**src/rtl/rapcore_wb_cmd_bridge_if.sv**
```systemverilog
// Wishbone classic slave bundle for the rapcore command bridge.
// Signal names follow the Caravel user-area bus.
interface rapcore_wb_cmd_bridge_if;
  logic        wbs_stb_i;
  logic        wbs_cyc_i;
  logic        wbs_we_i;
  logic [3:0]  wbs_sel_i;
  logic [31:0] wbs_adr_i;
  logic [31:0] wbs_dat_i;
  logic        wbs_ack_o;
  logic [31:0] wbs_dat_o;

  modport slave (
    input  wbs_stb_i, wbs_cyc_i, wbs_we_i,
    input  wbs_sel_i, wbs_adr_i, wbs_dat_i,
    output wbs_ack_o, wbs_dat_o
  );

  modport master (
    output wbs_stb_i, wbs_cyc_i, wbs_we_i,
    output wbs_sel_i, wbs_adr_i, wbs_dat_i,
    input  wbs_ack_o, wbs_dat_o
  );
endinterface

```
**src/rtl/rapcore_wb_cmd_bridge.sv**
```systemverilog
// Wishbone slave feeding rapcore commands through a FWFT FIFO,
// with response capture and FIFO status readback.
module rapcore_wb_cmd_bridge #(
  parameter logic [31:0] BASE_ADDR = 32'h3000_0000,
  parameter int          DEPTH     = 8
) (
  input  logic        wb_clk_i,
  input  logic        wb_rst_i,
  rapcore_wb_cmd_bridge_if.slave wb,
  output logic [31:0] cmd_data,
  output logic        cmd_valid,
  input  logic        cmd_ready,
  input  logic [31:0] resp_data,
  input  logic        resp_valid
);

  localparam int AW = $clog2(DEPTH);
  localparam int LW = AW + 1;

  logic [31:0]   mem [DEPTH];
  logic [AW-1:0] wr_ptr;
  logic [AW-1:0] rd_ptr;
  logic [LW-1:0] level;
  logic          en;
  logic          ovf;
  logic          pend;
  logic [31:0]   resp;

  logic          req;
  logic          hit;
  logic [7:0]    off;
  logic          wr;
  logic          rd;
  logic          a_ctrl;
  logic          a_stat;
  logic          a_cmd;
  logic          a_resp;
  logic          flush;
  logic          push;
  logic          push_ok;
  logic          pop;
  logic          empty;
  logic          full;
  logic [31:0]   rdata;

  assign req    = wb.wbs_cyc_i & wb.wbs_stb_i & ~wb.wbs_ack_o;
  assign hit    = wb.wbs_adr_i[31:8] == BASE_ADDR[31:8];
  assign off    = wb.wbs_adr_i[7:0];
  assign wr     = req & wb.wbs_we_i & hit;
  assign rd     = req & ~wb.wbs_we_i & hit;
  assign a_ctrl = off == 8'h00;
  assign a_stat = off == 8'h04;
  assign a_cmd  = off == 8'h08;
  assign a_resp = off == 8'h0C;

  assign empty   = level == '0;
  assign full    = level == LW'(DEPTH);
  assign flush   = wr & a_ctrl & wb.wbs_dat_i[1];
  assign push    = wr & a_cmd & (wb.wbs_sel_i == 4'hF);
  // A pop frees a slot in the same cycle, so a full FIFO can still take a push
  assign pop     = cmd_valid & cmd_ready;
  assign push_ok = push & (~full | pop);

  assign cmd_valid = en & ~empty;
  assign cmd_data  = mem[rd_ptr];

  always_comb begin
    rdata = '0;
    unique case (1'b1)
      a_ctrl: rdata[0] = en;
      a_stat: begin
        rdata[0]      = empty;
        rdata[1]      = full;
        rdata[2]      = ovf;
        rdata[3]      = pend;
        rdata[8 +: LW] = level;
      end
      a_resp: rdata = resp;
      default: rdata = '0;
    endcase
    if (!hit) rdata = '0;
  end

  always_ff @(posedge wb_clk_i) begin
    if (wb_rst_i) begin
      wr_ptr <= '0;
      rd_ptr <= '0;
      level  <= '0;
      for (int i = 0; i < DEPTH; i++) mem[i] <= '0;
    end else if (flush) begin
      wr_ptr <= '0;
      rd_ptr <= '0;
      level  <= '0;
    end else begin
      if (push_ok) begin
        mem[wr_ptr] <= wb.wbs_dat_i;
        wr_ptr      <= wr_ptr + 1'b1;
      end
      if (pop) rd_ptr <= rd_ptr + 1'b1;
      level <= level + LW'(push_ok) - LW'(pop);
    end
  end

  always_ff @(posedge wb_clk_i) begin
    if (wb_rst_i) begin
      en  <= 1'b0;
      ovf <= 1'b0;
    end else begin
      if (wr & a_ctrl & wb.wbs_sel_i[0]) en <= wb.wbs_dat_i[0];
      if (push & ~push_ok) ovf <= 1'b1;
      else if (wr & a_stat & wb.wbs_sel_i[0] & wb.wbs_dat_i[2])
        ovf <= 1'b0;
    end
  end

  // A fresh response wins over a concurrent readback clearing PEND
  always_ff @(posedge wb_clk_i) begin
    if (wb_rst_i) begin
      resp <= '0;
      pend <= 1'b0;
    end else if (resp_valid) begin
      resp <= resp_data;
      pend <= 1'b1;
    end else if (rd & a_resp) begin
      pend <= 1'b0;
    end
  end

  always_ff @(posedge wb_clk_i) begin
    if (wb_rst_i) begin
      wb.wbs_ack_o <= 1'b0;
      wb.wbs_dat_o <= '0;
    end else begin
      wb.wbs_ack_o <= req;
      if (req) wb.wbs_dat_o <= wb.wbs_we_i ? '0 : rdata;
    end
  end

endmodule

```
**src/flat_wrapper.sv**
```systemverilog
// flat-port wrapper written by rule: the top's interface ports become plain ports
module rapcore_wb_cmd_bridge_flat 
#(
  parameter logic [31:0] BASE_ADDR = 32'h3000_0000,
  parameter int          DEPTH     = 8
)
  (wb_clk_i, wb_rst_i, cmd_data, cmd_valid, cmd_ready, resp_data, resp_valid, wb_wbs_stb_i, wb_wbs_cyc_i, wb_wbs_we_i, wb_wbs_sel_i, wb_wbs_adr_i, wb_wbs_dat_i, wb_wbs_ack_o, wb_wbs_dat_o);
  rapcore_wb_cmd_bridge_if wb_i ();
  input  logic wb_clk_i;
  input  logic wb_rst_i;
  output logic [31:0] cmd_data;
  output logic cmd_valid;
  input  logic cmd_ready;
  input  logic [31:0] resp_data;
  input  logic resp_valid;
  input wire logic [$bits(wb_i.wbs_stb_i)-1:0] wb_wbs_stb_i;
  input wire logic [$bits(wb_i.wbs_cyc_i)-1:0] wb_wbs_cyc_i;
  input wire logic [$bits(wb_i.wbs_we_i)-1:0] wb_wbs_we_i;
  input wire logic [$bits(wb_i.wbs_sel_i)-1:0] wb_wbs_sel_i;
  input wire logic [$bits(wb_i.wbs_adr_i)-1:0] wb_wbs_adr_i;
  input wire logic [$bits(wb_i.wbs_dat_i)-1:0] wb_wbs_dat_i;
  output wire logic [$bits(wb_i.wbs_ack_o)-1:0] wb_wbs_ack_o;
  output wire logic [$bits(wb_i.wbs_dat_o)-1:0] wb_wbs_dat_o;
  assign wb_i.wbs_stb_i = wb_wbs_stb_i;
  assign wb_i.wbs_cyc_i = wb_wbs_cyc_i;
  assign wb_i.wbs_we_i = wb_wbs_we_i;
  assign wb_i.wbs_sel_i = wb_wbs_sel_i;
  assign wb_i.wbs_adr_i = wb_wbs_adr_i;
  assign wb_i.wbs_dat_i = wb_wbs_dat_i;
  assign wb_wbs_ack_o = wb_i.wbs_ack_o;
  assign wb_wbs_dat_o = wb_i.wbs_dat_o;
  rapcore_wb_cmd_bridge #(.BASE_ADDR(BASE_ADDR), .DEPTH(DEPTH)) u_core (.wb_clk_i(wb_clk_i), .wb_rst_i(wb_rst_i), .wb(wb_i), .cmd_data(cmd_data), .cmd_valid(cmd_valid), .cmd_ready(cmd_ready), .resp_data(resp_data), .resp_valid(resp_valid));
endmodule
```
**config.mk**
```make
export PLATFORM = sky130hd
export DESIGN_NAME = rapcore_wb_cmd_bridge_flat
export DESIGN_NICKNAME = d
export VERILOG_FILES = /design/src/rtl/rapcore_wb_cmd_bridge_if.sv /design/src/rtl/rapcore_wb_cmd_bridge.sv /design/src/flat_wrapper.sv
export SDC_FILE = /design/constraint.sdc
export NUM_CORES = 1
export LEC_CHECK = 0
export BUFFER_PORTS_ARGS = -buffer_cell sky130_fd_sc_hd__buf_4
export CAP_MARGIN = 25
export CORE_MARGIN = 2
export CORE_UTILIZATION = 25
export DETAILED_ROUTE_END_ITERATION = 10
export SYNTH_ARGS = -nofsm -noshare
export SYNTH_HDL_FRONTEND = slang
export SYNTH_SLANG_ARGS = --single-unit
```
**constraint.sdc**
```tcl
create_clock -name wb_clk_i -period 15.1 [get_ports wb_clk_i]
set_input_delay 3.02 -clock wb_clk_i [delete_from_list [all_inputs] [get_ports wb_clk_i]]
set_output_delay 3.02 -clock wb_clk_i [all_outputs]
set_load 0.05 [all_outputs]
```
Word level (Yosys, flattened, before mapping)
Memories as Yosys holds them, arrays and structs flattened. A register that Yosys moved wholly into a read port is not among the register bits.
Cells that the tools add are included.
{"block": "word_totals", "ff_bits": 78, "ramBits": 256, "output_inout_bits": 66, "elab_cells": 73, "n_memories": 1}
{"block": "op_classes", "addsub": 4, "eq_ne": 6, "muxes": 22, "n_bitwise": 25, "n_reduce_logical": 6}
{"name": "u_core.mem", "depth": 8, "width": 32, "rd": 1, "rd_ports_with_merged_regs": 1, "write_ports": 8, "line": "rapcore_wb_cmd_bridge.sv:20", "text": "logic [31:0] mem [DEPTH];"}
{"cell": "32-bit 2-to-1 mux", "count": 3}
{"cell": "32-bit OR reduction", "count": 1}
{"cell": "24-bit by 22-bit == test with 1-bit output, second input constant", "count": 1}
{"cell": "20-bit 2-to-1 mux", "count": 1}
{"cell": "1-bit AND", "count": 19}
{"cell": "8-bit by 4-bit == test with 1-bit output, second input constant", "count": 2}
{"cell": "1-bit 2-to-1 mux", "count": 11}
{"cell": "3-bit 2-to-1 mux", "count": 3}
{"cell": "4-bit == test, second input constant", "count": 2}
{"cell": "8-bit by 3-bit == test with 1-bit output, second input constant", "count": 1}
{"cell": "8-bit zero test", "count": 1}
{"cell": "4-bit case mux with 2 select lines", "count": 1}
{"cell": "3-bit by 1-bit adder with 3-bit output, second input constant", "count": 2}
{"cell": "3-bit case mux with 2 select lines", "count": 1}
{"cell": "1-bit NOT", "count": 5}
{"cell": "4-bit by 1-bit adder with 4-bit output", "count": 1}
{"cell": "4-bit zero test", "count": 1}
{"cell": "4-bit 2-to-1 mux", "count": 1}
{"cell": "2-bit nonzero test", "count": 2}
{"cell": "4-bit by 1-bit subtractor with 4-bit output", "count": 1}
{"cell": "1-bit case mux with 3 select lines", "count": 1}
{"cell": "2-bit OR reduction", "count": 1}
{"cell": "1-bit OR", "count": 1}

Logic depth before layout (Yosys ltp)
Gate-level depths: netlist (run 1).
{"block": "logic_depth", "word_depth": 13, "mapped_depth": 12, "depth_no_buf": 11}

Worst setup path after synthesis (run 1)
Ideal clock, no wire load.
{"block": "synth_path", "path_type": "in2reg", "startpoint": "input port wb_wbs_adr_i[11]", "endpoint": "memory u_core.mem[1][0] (enable)", "setup_time_ns": 0.470, "arrival_ns": 6.835, "slack_ns": 7.795, "stages": 5, "path_buffers": 0, "path_cell_list": "nor4_1 nand4_1 nor4_1 nand2_1 o31ai_1"}
{"item": "start: declaration", "line": "flat_wrapper.sv:20", "text": "input wire logic [$bits(wb_i.wbs_adr_i)-1:0] wb_wbs_adr_i;"}
{"item": "end: declaration", "line": "rapcore_wb_cmd_bridge.sv:20"}

==> results.py, run 1 <==
metrics = {
    "logic_synthesis": {
        "synthesis.area_um2": 14300,
        "yosysWarnings": 0,
        "synth_area_per_cell_um2": 13.3,
        "synth_edf_count": 256,
        "synthesis.nets": 1190,
        "synthAdderAreaFrac": 0.00839,
        "muxShareOfSynthArea": 0.150,
        "yosysTopAreaCell": "edfxtp_1",
        "seq_area_frac_synth": 0.651,
        "ys_top_cells_by_area": "edfxtp_1, dfxtp_1, mux4_2",
        "ys_async_sr_fraction": 0,
        "synth_xor_area_frac": 0.00306,
        "synth-compound-area-share": 0.0283,
        "synth_top_family_by_area": "multiplexers",
        "synth-main-ff-cell": "edfxtp_1",
        "synth-simple-area-share": 0.134,
        "synthesis.instances": 1074,
        "ys_ff_latch": 337,
        "synth.distinct_cells": 44,
        "synth_top_area_share": 0.537,
    },
    "drt": {
        "firstDrtPassIters": 5,
        "via_per_inst": 4.48,
        "drcViolationCount": 0,
        "drt_wl_total_um": 36500,
        "post_drt_wl_per_cell_um": 18.2,
        "drtIter0Drc": 658,
        "ant_nets": 0,
        "dr_total_vias": 9006,
    },
    "timing": {
        "slew_headroom": 0.315,
        "fin_crit_sh": 0.409,
        "clock-skew-final_ns": 0.0149,
        "grt_setup_unrepaired": "false",
        "worst_pin_slew_ns": 1.03,
        "holdWs_ns": 0.457,
        "setup_viol": 0,
        "final_hold_viol_count": 0,
        "fin_crit_ns": 6.18,
        "slew_viol_final": 0,
        "fmax_ghz": 0.162,
        "worst_slack_ns": 8.92,
        "setup_tns_ns": 0,
    },
    "clocking": {
        "hold_buffers": 0,
        "cts_buffers": 35,
        "cts-resized-gates": 0,
        "path_clk_slew_ns": 0.06,
        "cts_tree": "done",
        "clk_latency_ns": 0.53,
        "cts-root-buf": "clkbuf_16",
        "cts.path.max_buffers": 3,
        "cts_num_sinks": 337,
        "h-tree-depth": 2,
        "post_cts_buffers": 0,
    },
    "power": {
        "sequentialPowerShare": 0.532,
        "power_density_nw_per_um2": 112,
        "pwr-share-clk": 0.415,
        "p_comb_frac": 0.053,
        "p_switching_uw": 425,
        "ir_worst_vdd_mv": 0.0789,
        "power.internal_mw": 1.54,
        "power.share.switching": 0.217,
        "p_leak_nw": 6.09,
    },
    "final_layout": {
        "fillers": 5667,
        "antenna-diode-count": 0,
        "final_nets": 1346,
        "drive_above_1_share": 0.282,
        "area_growth_syn_to_layout_pct": 22.7,
        "multi_input_area_um2": 4680,
        "seq_area_um2": 9320,
    },
    "floorplan": {
        "die_y_um": 243,
        "dieArea_um2": 59200,
        "pin_count": 173,
        "die_w_um": 243,
        "placeableCoreArea_um2": 56500,
        "rows": 87,
        "start_util": 0.253,
    },
    "worst_setup_path": {
        "critPathMostFrequentCell": "buf_4",
        "cp-start-kind": "register",
        "crit_required_ns": 12.08,
        "critPathKind": "register to output port",
        "crit_fanout": 38,
        "max_stage_delay_ns": 0.73,
        "crit_arrival_ns": 3.16,
        "crit_slowest_cell": "buf_4",
        "worstPathCellList": "buf_4 -> mux4_2 -> mux2_2 -> buf_4",
        "end_kind": "output port",
        "cp_num_buf_inv": 2,
        "path_delay_family": "buffers and inverters",
    },
    "hold_path": {
        "worstHoldPathType": "register to register",
    },
    "flow_run": {
        "drv_cap": 0,
    },
    "grt": {
        "grt_pass1_wl_um": 56200,
        "grt_remaining_overflow": 0,
        "grt_pass1_vias": 9510,
        "grt_start_max_net_pins": 74,
        "grt_usage": 0.123,
        "antenna_found_initial": 0,
    },
    "placed_design": {
        "dp_slack_ns": 8.77,
        "gp_congestion": 0.782,
        "numPortBuffers": 172,
        "dp_hpwl_um": 22400,
    },
    "outcome": {
        "status": "complete, no violations",
    },
}
## synth_stat cells, drive strengths merged, types with 2 or more instances
library cell,instances
dfxtp,81
nand2,51
nor4b,2
or3,2
inv,11
xnor2,3
nor2b,3
mux2,32
xor2,2
nand3b,4
nor2,326
buf,17
edfxtp,256
mux2i,34
a22oi,32
nor4,10
clkbuf,57
o41ai,2
a21oi,13
nand3,8
nand2b,33
ha,8
a21o,4
nand4,2
or4,2
o21ai,4
o31ai,2
mux4,64
## area by class of cell
| class | instances | area share |
|---|---|---|
| Tap cell | 756 | 0.0539 |
| Sequential cell | 337 | 0.531 |
| Clock inverter | 9 | 0.00470 |
| Clock buffer | 51 | 0.0547 |
| Inverter | 11 | 0.00235 |
| Timing Repair Buffer | 193 | 0.0872 |
| Multi-Input combinational cell | 652 | 0.266 |
## worst min-delay path: stages, from the launching register on
cell and delay [ns]:
dfxtp_1 0.31, nand2_1 0.05, a21oi_1 0.05
## stage by stage
step	utilization	area (um2)	cells	power, mW
5_1_grt	0.311	17600	2009	2.03
3_5_place_dp	0.292	16500	1947	1.17
3_3_place_gp	0.289	16400	1939	1.16
4_1_cts	0.310	17500	2007	1.98
2_1_floorplan	-	14300	1074	1.11
6_report	0.311	17600	2009	1.96
## path summary, 6_finish.rpt
path                             startpoint                                   to  slack [ns]  depth (start not counted)
max                                register                          cmd_data[6]        8.92                          4
min             u_core.resp[2]$_SDFFE_PP0P_  u_core.wb.wbs_dat_o[2]$_SDFFE_PP0N_        0.46                          2
max reg2reg  u_core.wb.wbs_ack_o$_SDFF_PP0_       u_core.mem[4][8]$_SDFFCE_PN0P_       11.76                          6
min reg2reg     u_core.resp[2]$_SDFFE_PP0P_  u_core.wb.wbs_dat_o[2]$_SDFFE_PP0N_        0.46                          2
## cells by family (layout without fill, tap and decap cells)
group	Yosys count	after routing
AND/OR/NAND/NOR	449	449
flip-flops	337	337
multiplexers	130	130
buffers and inverters	85	264
AO/OA/AOI/OAI	59	59
adder cells (fa/ha/maj)	9	9
XOR/XNOR	5	5
## registers in the layout (all words and copies together) (netlist names), 3 cells and up, named ones only
name	count
u_core.rd_ptr	3
u_core.wr_ptr	3
u_core.wb.wbs_dat_o	32
u_core.level	4
u_core.resp	32
u_core.mem	256
## metal layers
| metal | up-vias | wire length (um) | GRT usage |
|---|---|---|---|
| met3 | 34 | 2860 | 0.0322 |
| met5 | - | 0 | 0 |
| met2 | 313 | 17600 | 0.207 |
| li1 | 4178 | - | - |
| met4 | 0 | 407 | 0.0233 |
| met1 | 4481 | 15600 | 0.160 |
## placed cells by master, fill, tap and decap left out, types with 4 or more instances in the layout
cell type	count
a21oi_1	13
a22oi_1	32
buf_12	7
buf_4	184
clkbuf_1	12
clkbuf_16	35
clkinv_1	5
dfxtp_1	77
edfxtp_1	256
ha_1	8
inv_1	10
mux2_2	32
mux2i_1	34
mux4_2	64
nand2_1	49
nand2b_1	33
nand3_1	5
nand3b_1	4
nor2_1	326
nor4_1	8
## power groups by stage
stage / sequential (mW) / clock (mW) / combinational, mW
global route: 1.05 / 0.872 / 0.113
floorplan: 1.06 / 0 / 0.0539
global placement: 1.06 / 0 / 0.102
finish: 1.04 / 0.814 / 0.104
CTS: 1.04 / 0.834 / 0.105
detailed placement: 1.06 / 0 / 0.105
(Power assumes the default switching activity.)
==> run 2, diff against run 1 <==
==> constraint.sdc (replaced) <==
create_clock -name wb_clk_i -period 5.2 [get_ports wb_clk_i]
set_input_delay 1.04 -clock wb_clk_i [delete_from_list [all_inputs] [get_ports wb_clk_i]]
set_output_delay 1.04 -clock wb_clk_i [all_outputs]
set_load 0.05 [all_outputs]
==> run 2 against run 1 <==
  * Final cell count is 0.25% higher
  * Hold slack better by 0.0028 ns
  * Highest routed layer unchanged
  * Register-to-register slack worse by 9.8 ns
==> results.py, run 2 (synthesis results as in run 1) <==
metrics = {
    "placed_design": {
        "numPortBuffers": 172,
        "gp_congestion": 0.788,
        "dp_hpwl_um": 22600,
    },
    "hold_path": {
        "worstHoldPathType": "register to register",
        "hold_path_end": "u_core.wb.wbs_dat_o[2]$_SDFFE_PP0N_",
        "min_delay_path_depth": 2,
        "min-delay-start": "u_core.resp[2]$_SDFFE_PP0P_",
    },
    "power": {
        "sequentialPowerShare": 0.519,
        "power_density_nw_per_um2": 332,
        "ir_worst_vdd_mv": 0.221,
        "p_switching_mw": 1.25,
        "p_leak_nw": 6.13,
        "power.share.switching": 0.214,
        "p_comb_frac": 0.051,
        "power_mw": 5.84,
        "power.internal_mw": 4.59,
        "pwr-share-clk": 0.430,
    },
    "worst_setup_path": {
        "critPathKind": "register to output port",
        "rr_endpoint": "u_core.mem[1][13]$_SDFFCE_PN0P_",
        "crit_arrival_ns": 2.77,
        "cp-start-kind": "register",
        "crit_required_ns": 4.16,
        "crit_fanout": 38,
        "ff2ff_setup_slack_ns": 1.96,
        "timing.rr.start": "u_core.level[2]$_SDFF_PP0_",
        "end_kind": "output port",
        "r2r_cells": 9,
    },
    "grt": {
        "antenna_found_initial": 0,
        "grt_pass1_wl_um": 55400,
        "grt_pass1_vias": 9444,
        "grt_remaining_overflow": 0,
        "grt_usage": 0.121,
        "grt_start_max_net_pins": 74,
    },
    "final_layout": {
        "final_nets": 1351,
        "antenna-diode-count": 0,
        "drive_above_1_share": 0.289,
        "largest_register_ffs": 256,
        "final_common_cell": "nor2_1",
        "top_regs": "u_core.mem: 256 flops, u_core.resp: 32 flops, u_core.wb.wbs_dat_o: 32 flops",
        "regMostFlops": "u_core.mem",
        "mostFrequentLayoutCells": "nor2_1, edfxtp_1, buf_4",
        "fillers": 5645,
        "area_growth_syn_to_layout_pct": 23.2,
    },
    "clocking": {
        "hold_buffers": 0,
        "post_cts_buffers": 0,
        "cts-resized-gates": 0,
        "cts_buffers": 35,
        "clk_latency_ns": 0.53,
        "cts-root-buf": "clkbuf_16",
        "cts.path.max_buffers": 3,
        "path_clk_slew_ns": 0.07,
        "cts_num_sinks": 337,
        "cts_tree": "done",
        "h-tree-depth": 2,
    },
    "drt": {
        "ant_nets": 0,
        "post_drt_wl_per_cell_um": 17.9,
        "firstDrtPassIters": 5,
        "drt_wl_total_um": 36000,
        "via_per_inst": 4.50,
        "dr_total_vias": 9064,
        "drtIter0Drc": 561,
        "drcViolationCount": 0,
    },
    "timing": {
        "clock-skew-final_ns": 0.0174,
        "slew_headroom": 0.464,
        "setup_tns_ns": 0,
        "worst_pin_slew_ns": 0.804,
        "fin_crit_ns": 3.81,
        "setup_viol": 0,
        "final_hold_viol_count": 0,
        "fmax_ghz": 0.263,
        "slew_viol_final": 0,
        "grt_setup_unrepaired": "false",
        "fin_crit_sh": 0.732,
        "holdWs_ns": 0.460,
    },
    "floorplan": {
        "placeableCoreArea_um2": 56500,
        "pin_count": 173,
        "rows": 87,
        "start_util": 0.253,
        "die_y_um": 243,
        "dieArea_um2": 59200,
        "die_w_um": 243,
    },
    "flow_run": {
        "drv_cap": 0,
    },
    "outcome": {
        "status": "complete, no violations",
    },
}
## run 2: power groups by stage
stage	registers [mW]	clock network (mW)	logic (mW)
6_report	3.03	2.51	0.299
5_1_grt	3.04	2.67	0.322
4_1_cts	3.03	2.58	0.304
3_5_place_dp	3.09	0	0.304
3_3_place_gp	3.08	0	0.299
2_1_floorplan	3.08	0	0.157
## run 2: worst max-delay path by stage
stage,endpoint,slack [ns]
after global routing,cmd_data[16],1.22
after CTS,cmd_data[6],1.31
after detailed placement,u_core.mem[4][23]$_SDFFCE_PN0P_,1.06
after floorplan,u_core.mem[7][0]$_SDFFCE_PN0P_,-0.03
after global placement,u_core.mem[4][22]$_SDFFCE_PN0P_,1.12
final,cmd_data[16],1.39
## run 2: layout make-up
class / instances / area (um2) / area share
clock buffer: 46 / 971 / 0.0551
tap: 756 / 946 / 0.0537
clock inverter: 14 / 163 / 0.00923
sequential: 337 / 9320 / 0.529
timing repair buffer: 198 / 1510 / 0.0859
inverter: 11 / 41.3 / 0.00234
multi-input combinational: 652 / 4680 / 0.265
## run 2: metal layers
metal	routed length [um]	global-route usage	part of all wire
met5	0	0	0
met4	680	0.0300	0.019
met3	2890	0.0335	0.080
met2	17200	0.201	0.48
met1	15300	0.156	0.43
## run 2: per-stage QoR
stage          setup WS, ns   util  std cells  area, um2
2_1_floorplan       -0.0260      -       1074      14300
3_5_place_dp           1.06  0.292       1954      16500
5_1_grt                1.22  0.312       2014      17600
6_report               1.39  0.312       2014      17600
3_3_place_gp           1.12  0.292       1953      16500
4_1_cts                1.31  0.312       2014      17600
## run 2: critical path: stages (launching register included)
cell     delay [ns]
dfxtp_4        0.75
buf_12         0.39
mux4_2         0.60
mux2_2         0.29
buf_4          0.19
==> run 3, diff against run 2 <==
==> constraint.sdc (replaced) <==
create_clock -name wb_clk_i -period 3.1 [get_ports wb_clk_i]
set_input_delay 0.62 -clock wb_clk_i [delete_from_list [all_inputs] [get_ports wb_clk_i]]
set_output_delay 0.62 -clock wb_clk_i [all_outputs]
set_load 0.05 [all_outputs]
==> run 3 against run 2 <==
  * Clock power is 68% higher
  * Largest cell class unchanged
  * Critical endpoint is now cmd_data[26]
  * First-iteration DRC count grew 16%
  * Highest routed layer unchanged
  * Register-to-register slack got worse by 1.5 ns
  * Setup slack lost 1.2 ns
  * Wire length is 0.49% higher
  * Clock skew decreased by 0.0043 ns
==> results.py, run 3 (synthesis results as in run 1) <==
metrics = {
    "final_layout": {
        "drive_above_1_share": 0.301,
        "antenna-diode-count": 0,
        "stdcell_count": 2029,
        "mostFrequentLayoutCells": "nor2_1, edfxtp_1, buf_4",
        "final_common_cell": "nor2_1",
        "top_regs": "u_core.mem: 256 flops, u_core.resp: 32 flops, u_core.wb.wbs_dat_o: 32 flops",
        "final_nets": 1363,
        "largest_register_ffs": 256,
        "area_growth_syn_to_layout_pct": 25.6,
        "regMostFlops": "u_core.mem",
    },
    "floorplan": {
        "dieArea_um2": 59200,
        "die_y_um": 243,
        "pin_count": 173,
        "die_w_um": 243,
        "placeableCoreArea_um2": 56500,
        "rows": 87,
        "start_util": 0.253,
    },
    "drt": {
        "drcViolationCount": 0,
        "drtIter0Drc": 649,
        "firstDrtPassIters": 5,
        "dr_total_vias": 9041,
        "via_per_inst": 4.46,
        "post_drt_wl_per_cell_um": 17.8,
        "ant_nets": 0,
        "drt_wl_total_um": 36200,
    },
    "timing": {
        "fin_crit_ns": 2.86,
        "fmax_ghz": 0.349,
        "setup_tns_ns": 0,
        "clock-skew-final_ns": 0.0131,
        "slew_headroom": 0.531,
        "fin_crit_sh": 0.924,
        "grt_setup_unrepaired": "false",
        "setup_viol": 0,
        "final_hold_viol_count": 0,
        "worst_pin_slew_ns": 0.703,
        "slew_viol_final": 0,
    },
    "placed_design": {
        "gp_congestion": 0.764,
        "dp_cells": 1964,
        "numPortBuffers": 172,
        "dp_hpwl_um": 22800,
    },
    "clocking": {
        "h-tree-depth": 2,
        "cts-root-buf": "clkbuf_16",
        "cts_buffers": 34,
        "path_clk_slew_ns": 0.06,
        "cts_num_sinks": 337,
        "hold_buffers": 0,
        "clk_latency_ns": 0.52,
        "cts.path.max_buffers": 3,
        "cts_tree": "done",
    },
    "outcome": {
        "status": "complete, no violations",
    },
    "flow_run": {
        "drv_cap": 0,
    },
    "grt": {
        "antenna_found_initial": 0,
        "grt_pass1_wl_um": 55700,
        "grt_remaining_overflow": 0,
        "grt_start_max_net_pins": 69,
        "grt_pass1_vias": 9642,
        "grt_usage": 0.121,
    },
    "worst_setup_path": {
        "rr_endpoint": "u_core.level[2]$_SDFF_PP0_",
        "crit_arrival_ns": 2.24,
        "crit_required_ns": 2.48,
        "cp-start-kind": "register",
        "end_kind": "output port",
        "timing.rr.start": "u_core.level[2]$_SDFF_PP0_",
        "crit_fanout": 21,
        "max_stage_delay_ns": 0.55,
        "worstPathCellList": "buf_12 -> mux4_2 -> mux2_2 -> buf_4",
        "r2r_cells": 11,
        "ff2ff_setup_slack_ns": 0.46,
        "crit_slowest_cell": "mux4_2",
        "critPathKind": "register to output port",
    },
    "hold_path": {
        "hold_path_end": "u_core.resp[7]$_SDFFE_PP0P_",
        "min-delay-start": "resp_data[7]",
        "min_delay_path_depth": 3,
        "worstHoldPathType": "input pin to register",
    },
    "power": {
        "p_leak_nw": 6.30,
        "power_density_nw_per_um2": 547,
        "ir_worst_vdd_mv": 0.316,
    },
}
==> run 3: worst max-delay path by stage <==
stage	start	to	slack, ns	cells past startpoint
after global placement	wb_wbs_adr_i[27]	u_core.mem[6][11]$_SDFFCE_PN0P_	0.06	8
after floorplan	wb_wbs_adr_i[22]	u_core.mem[1][0]$_SDFFCE_PN0P_	0.005	5
after detailed placement	wb_wbs_adr_i[27]	u_core.mem[6][10]$_SDFFCE_PN0P_	0.12	8
final	register	cmd_data[26]	0.24	4
after global routing	register	cmd_data[26]	0.13	4
after CTS	register	cmd_data[26]	0.15	4
==> run 3: repair_timing <==
action	in CTS	in global routing
endpoints found under the setup margin	9	0
endpoints found under the hold margin	0	0
buffers inserted	3	0
resized for setup	0	0
==> run 3: area by class of cell <==
type / instances / area, um2
tap: 756 / 946
fill: 5591 / 38500
timing repair buffer: 211 / 1830
clock inverter: 17 / 204
multi-input combinational: 652 / 4700
clock buffer: 45 / 935
inverter: 11 / 41.3
sequential: 337 / 9320
==> run 3: where the power goes <==
part,internal (mW),leakage (nW),switching (mW),total (mW)
logic,0.234,2.62,0.292,0.525
registers,5.02,3.12,0.0566,5.08
clock network,2.48,0.561,1.75,4.22
total,7.73,6.30,2.09,9.83
==> run 3: layer usage <==
metal,global-route usage,part of all wire,up-vias,wire length [um]
met5,0,0,-,0
met4,0.0300,0.015,0,560
met3,0.0333,0.074,43,2670
met2,0.203,0.48,294,17500
met1,0.155,0.43,4485,15500
li1,-,-,4219,-
==> run 3: per-stage QoR <==
step | util | hold WS, ns | cell area, um2 | total power [mW] | worst slack (ns)
5_1_grt | 0.318 | 0.313 | 18000 | 10.2 | 0.130
2_1_floorplan | - | 0.436 | 14400 | 5.42 | 0.00517
3_3_place_gp | 0.298 | 0.446 | 16800 | 5.70 | 0.0557
3_5_place_dp | 0.298 | 0.453 | 16800 | 5.71 | 0.120
4_1_cts | 0.318 | 0.301 | 18000 | 9.95 | 0.151
6_report | 0.318 | 0.329 | 18000 | 9.83 | 0.236
==> run 3: critical path, delay by kind of cell (launching register included) <==
kind | cells | cell delay (ns)
buffers and inverters | 2 | 0.42
DFF | 1 | 0.44
muxes | 2 | 0.85
